--- src/rtl/rom_loader.sv ---
// rom_loader: initiator for the SoC ROM-load port.
// Accepts a valid/ready word stream and writes it sequentially, from address 0,
// into program ROM (sel=0) or exception ROM (sel=1). The CPU is held in reset
// through cpu_hold while a load is in progress.
//
// Optional feature macro: ROM_LOADER_VERIFY_EN
//   defined   : after the last write the image is read back through rom_rd,
//               summed, and compared against the running write checksum; err
//               reports a mismatch and stays set until the next accepted start.
//   undefined : no readback; err is tied 0 and rom_rd is unused.
//
// Ports:
//   clk, rst        clock, synchronous active-low reset
//   start/sel/count load request (IDLE only), target ROM, word count (clamped to DEPTH)
//   s_valid/s_data  input word stream, s_ready accepts a word
//   rom_we/rom_select/rom_addr/rom_wd/rom_rd  SoC ROM-load port
//   cpu_hold        OR into the SoC reset while loading
//   busy/done/err   status: not idle, one-cycle completion pulse, verify mismatch
//   words_loaded    beats written during the current or last load
//
// DEPTH must equal 2**ADDR_W.
module rom_loader #(
  parameter int ADDR_W = 6,
  parameter int DATA_W = 32,
  parameter int DEPTH  = 64
) (
  input  logic              clk,
  input  logic              rst,
  input  logic              start,
  input  logic              sel,
  input  logic [ADDR_W:0]   count,
  input  logic              s_valid,
  input  logic [DATA_W-1:0] s_data,
  output logic              s_ready,
  output logic              rom_we,
  output logic              rom_select,
  output logic [ADDR_W-1:0] rom_addr,
  output logic [DATA_W-1:0] rom_wd,
  input  logic [DATA_W-1:0] rom_rd,
  output logic              cpu_hold,
  output logic              busy,
  output logic              done,
  output logic              err,
  output logic [ADDR_W:0]   words_loaded
);

  typedef enum logic [2:0] {IDLE, WRITE, VERIFY, CHECK, DONE} state_t;

  localparam logic [ADDR_W:0]   MAX_LEN = (ADDR_W+1)'(DEPTH);
  localparam logic [ADDR_W:0]   ONE_W   = (ADDR_W+1)'(1);
  localparam logic [ADDR_W-1:0] ONE_A   = ADDR_W'(1);

  state_t              state, state_nx;
  logic [ADDR_W:0]     len;
  logic [ADDR_W-1:0]   addr;
  logic [ADDR_W:0]     len_in;
  logic [ADDR_W:0]     last_idx;
  logic                beat;
  logic                last_beat;

  assign len_in    = (count > MAX_LEN) ? MAX_LEN : count;
  assign last_idx  = len - ONE_W;
  assign beat      = (state == WRITE) && s_valid;
  assign last_beat = beat && (words_loaded == last_idx);

`ifdef ROM_LOADER_VERIFY_EN
  logic [DATA_W-1:0] wsum, rsum;
  logic              err_q;
  logic              last_read;
  assign last_read = (addr == last_idx[ADDR_W-1:0]);
  assign err       = err_q;
`else
  logic rd_unused;
  assign rd_unused = ^rom_rd;
  assign err       = 1'b0;
`endif

  // State register
  always_ff @(posedge clk) begin
    if (!rst) state <= IDLE;
    else      state <= state_nx;
  end

  // Next-state logic
  always_comb begin
    state_nx = state;
    case (state)
      IDLE:  if (start) state_nx = (len_in == '0) ? DONE : WRITE;
`ifdef ROM_LOADER_VERIFY_EN
      WRITE:  if (last_beat) state_nx = VERIFY;
      VERIFY: if (last_read) state_nx = CHECK;
      CHECK:  state_nx = DONE;
`else
      WRITE:  if (last_beat) state_nx = DONE;
`endif
      DONE:    state_nx = IDLE;
      default: state_nx = IDLE;
    endcase
  end

  // Output logic; rom_we is gated with rst so a reset cycle never writes.
  always_comb begin
    s_ready  = 1'b0;
    rom_we   = 1'b0;
    rom_addr = '0;
    rom_wd   = '0;
    busy     = (state != IDLE);
    done     = (state == DONE);
    case (state)
      WRITE: begin
        s_ready  = 1'b1;
        rom_we   = s_valid & rst;
        rom_addr = addr;
        rom_wd   = s_data;
      end
`ifdef ROM_LOADER_VERIFY_EN
      VERIFY: rom_addr = addr;
`endif
      default: ;
    endcase
  end

  // Datapath: load parameters, address/beat counters, checksums
  always_ff @(posedge clk) begin
    if (!rst) begin
      rom_select   <= 1'b0;
      len          <= '0;
      addr         <= '0;
      words_loaded <= '0;
      cpu_hold     <= 1'b0;
`ifdef ROM_LOADER_VERIFY_EN
      wsum         <= '0;
      rsum         <= '0;
      err_q        <= 1'b0;
`endif
    end else begin
      case (state)
        IDLE: if (start) begin
          rom_select   <= sel;
          len          <= len_in;
          addr         <= '0;
          words_loaded <= '0;
          cpu_hold     <= 1'b1;
`ifdef ROM_LOADER_VERIFY_EN
          wsum         <= '0;
          rsum         <= '0;
          err_q        <= 1'b0;
`endif
        end
        WRITE: if (beat) begin
          // Explicit wrap so readback starts at 0 even for partial loads.
          addr         <= last_beat ? '0 : addr + ONE_A;
          words_loaded <= words_loaded + ONE_W;
`ifdef ROM_LOADER_VERIFY_EN
          wsum         <= wsum + s_data;
`endif
        end
`ifdef ROM_LOADER_VERIFY_EN
        VERIFY: begin
          rsum <= rsum + rom_rd;
          addr <= last_read ? '0 : addr + ONE_A;
        end
        CHECK: err_q <= (rsum != wsum);
`endif
        DONE: cpu_hold <= 1'b0;
        default: ;
      endcase
    end
  end

endmodule
--- config.mk ---
export PLATFORM = sky130hd
export DESIGN_NAME = rom_loader
export DESIGN_NICKNAME = d
export VERILOG_FILES = /design/src/rtl/rom_loader.sv
export SDC_FILE = /design/constraint.sdc
export NUM_CORES = 1
export LEC_CHECK = 0
export BUFFER_PORTS_ARGS = -buffer_cell sky130_fd_sc_hd__buf_2
export CAP_MARGIN = 5
export CORE_ASPECT_RATIO = 0.5
export CORE_MARGIN = 4
export CORE_UTILIZATION = 42
export DETAILED_ROUTE_END_ITERATION = 6
export HOLD_SLACK_MARGIN = 0.05
export PLACE_DENSITY = 0.91
export SYNTH_ARGS = -nofsm -noshare
export SYNTH_HDL_FRONTEND = slang
export SYNTH_SLANG_ARGS = --single-unit
--- constraint.sdc ---
create_clock -name clk -period 3.5 [get_ports clk]
set_clock_uncertainty 0.2 [all_clocks]
set_input_delay 0.175 -clock clk [delete_from_list [all_inputs] [get_ports clk]]
set_output_delay 0.175 -clock clk [all_outputs]
set_load 0.05 [all_outputs]
==> flow_summary.json <==
{
  "worst-path-max-fanout": 10,
  "fin_tns_setup_ns": 0,
  "post-route-worst-setup-slack_ns": 1.193,
  "powerDensity_nw_per_um2": 329.3,
  "yosys_warning_total": 0,
  "pin_count": 128,
  "fp-row-count": 15,
  "first_global_vias": 1575,
  "floorplan.die.width_um": 93.61,
  "final-setup-viol-count": 0,
  "die-area_um2": 4756,
  "synth.avg_cell_area_um2": 7.852,
  "r2r_setup_slack_ns": 1.20,
  "holdBufCountCts": 8,
  "synth_seq_area_share_pct": 31.22,
  "maxCapViolCount": 0,
  "numCtsBuffers": 3,
  "cts_resized": 0,
  "antenna_violations_before_repair": 0,
  "cts.sink_count": 24,
  "layout.nets": 374,
  "synth-edff-count": 0,
  "layout_min_cycle_time_ns": 2.307,
  "crit_path_largest_cell_delay_ns": 0.38,
  "cpMaxStageDelayCell": "dfxtp_1",
  "detailedPlace.worstSlack_ns": 1.288,
  "grt-ovfl-total": 0,
  "worst_setup_sp_type": "register",
  "cell_mode_on_critical_path": "nand2b_1",
  "end_kind": "output port",
  "final_layout_size_suffix_gt1_share_pct": 35.37,
  "fmax_mhz": 433.5,
  "totalWireLength_um": 4490,
  "vias": 1647,
  "cts-htree-levels": 1,
  "via_per_inst": 4.774,
  "wl_per_cell_um": 13.01,
  "setup.worst_path.class": "register to output port",
  "wire_length_of_the_first_global_routing_pass_um": 7182,
  "synth-async-reset-ratio_pct": 0,
  "drtAntennaViolNets": 0,
  "path_buf_inv": 1,
  "clk_tree_root_cell": "clkbuf_8",
  "die_height_um": 50.81,
  "cts_post_setup_buffers_inserted": 0,
  "clk_pin_slew_worst_paths_ns": 0.08,
  "holdCritPathClass": "input pin to register",
  "synthDistinctLibCells": 36,
  "netlist_top_cells_area": "dfxtp_1 31%, and2_1 17%, xnor2_1 5.7%",
  "finalMaxSlewViolations": 0,
  "fin_total_pwr_w": 0.0007170,
  "globalplace.congestion": 0.8684,
  "cts.path.max_buffers": 2,
  "insertion_delay_ns": 0.27,
  "pin_count_of_the_biggest_net_entering_global_routing": 45,
  "synth_top_area_share_pct": 31.22,
  "initial_utilization_pct": 44.32,
  "buffer_ports.inserted": 94,
  "status": "complete, no violations",
  "flow.area_growth_from_synthesis_pct": 41.46,
  "critical_path_required_ns": 3.12,
  "dp.final_hpwl_um": 3377,
  "mappedNetlistArea_um2": 1539,
  "p_leak_nw": 1.083,
  "dr.first_iter.drc_count": 76,
  "dr.pass1.iters": 4,
  "worst_ir_drop_vdd_mv": 0.1447,
  "synth-main-ff-cell": "dfxtp_1",
  "finalCritPeriodShare_pct": 65.90,
  "netlist.top_cell.by_area": "dfxtp_1",
  "cts_tree": "yes",
  "rsz0062_at_grt": "false",
  "finalHoldViolations": 0,
  "mappedNetlistNets": 275,
  "antennaDiodeCount": 0,
  "timing.critical_path.arrival_ns": 1.93,
  "drcViolationCount": 0,
  "grt_use_total_pct": 18.52,
  "timing.critical_path.cells": "nand2b_1 -> nand2b_1 -> nand2_1 -> nor2_1 -> buf_2",
  "floorplan.core_area_um2": 3472,
  "critPathTopFamily": "simple AND/OR/NAND/NOR gates",
  "synth.ff_latch_count": 24,
  "post_synth_inst_count": 196
}
[per-layer routing]
metal,track usage [%],vias up,share of wire (%)
met5,0,-,0
met4,4.077,0,0.94
met3,3.892,6,4.9
met2,34.79,48,52
met1,21.74,737,42
li1,-,856,-
[power breakdown]
| group | total [W] | switching (W) | internal, W |
|---|---|---|---|
| sequential | 0.000289 | 0.00000849 | 0.000281 |
| combinational | 0.000241 | 0.000167 | 0.0000742 |
| clock | 0.000187 | 0.0000863 | 0.000100 |
[logic make-up (layout without fill, tap and decap cells)]
kind of cell    after synthesis  in the layout  synth area share [%]
simple gates                109            109                 38.94
compound gates               30             30                 14.72
flops                        24             24                 31.22
xor+xnor                     15             15                 8.536
buf+inv                      14            112                 3.903
fa+ha+maj                     3              3                 2.439
other cells                   1              1                0.2437
[layout make-up]
class | instances | area, um^2
Clock buffer | 4 | 55.05
Fill cell | 294 | 1295
Inverter | 5 | 18.77
Multi-Input combinational cell | 158 | 1001
Sequential cell | 24 | 480.5
Tap cell | 51 | 63.81
Timing Repair Buffer | 103 | 558.0
[final timing paths]
path	from	endpoint	depth (start not counted)
worst max-delay path	state[0]$_SDFFE_PN0P_	rom_we	5
worst min-delay path	rst	addr[1]$_SDFFE_PN0P_	2
worst max register to register	len[0]$_SDFFE_PN0P_	state[2]$_SDFFE_PN0P_	7
worst min register to register	rom_select$_SDFFE_PN0P_	rom_select$_SDFFE_PN0P_	2
[synth_stat cells, types with 3 or more instances]
cell type	count
ha_1	3
and2_1	42
nand2b_1	3
nand3b_1	3
a21boi_0	7
nor2_1	16
a22o_1	4
clkbuf_1	7
inv_1	5
a21oi_1	4
nor3_1	7
nand3_1	5
a31oi_1	3
dfxtp_1	24
xnor2_1	10
o21a_1	3
nand2_1	22
xor2_1	5
[stage by stage]
stage | cells | area [um^2] | hold WS, ns | util, %
after floorplan | 196 | 1539 | 0.1005 | -
after global placement | 333 | 2042 | 0.2008 | 58.81
after detailed placement | 333 | 2042 | 0.2095 | 58.81
after CTS | 345 | 2177 | 0.05184 | 62.70
after global routing | 345 | 2177 | 0.05987 | 62.70
final | 345 | 2177 | 0.06139 | 62.70
[layout by cell type, fill, tap and decap left out, types with 2 or more instances in the layout]
cell type / n
a21boi_0: 7
a21oi_1: 4
a22o_1: 4
a31oi_1: 3
a32o_1: 2
and2_1: 42
buf_2: 94
clkbuf_8: 4
dfxtp_1: 24
dlygate4sd3_1: 8
ha_1: 3
inv_1: 5
nand2_1: 22
nand2b_1: 3
nand3_1: 5
nand3b_1: 3
nor2_1: 16
nor3_1: 7
nor4_1: 2
o21a_1: 3
o21ai_0: 2
or3_1: 2
xnor2_1: 10
xor2_1: 5
[flip-flops by register name (all words and copies together), names as in the netlist]
signal,count
addr,6
cpu_hold,1
words_loaded,7
rom_select,1
len,7
state,2
[worst register-to-register path, delay by kind of cell, from the launching register on]
family,cells,cell delay [ns]
simple gates,3,0.90
compound gates,1,0.18
xor+xnor,1,0.18
fa+ha+maj,1,0.30
buf+inv,1,0.07
flops,1,0.42
(Power assumes the default switching activity.)
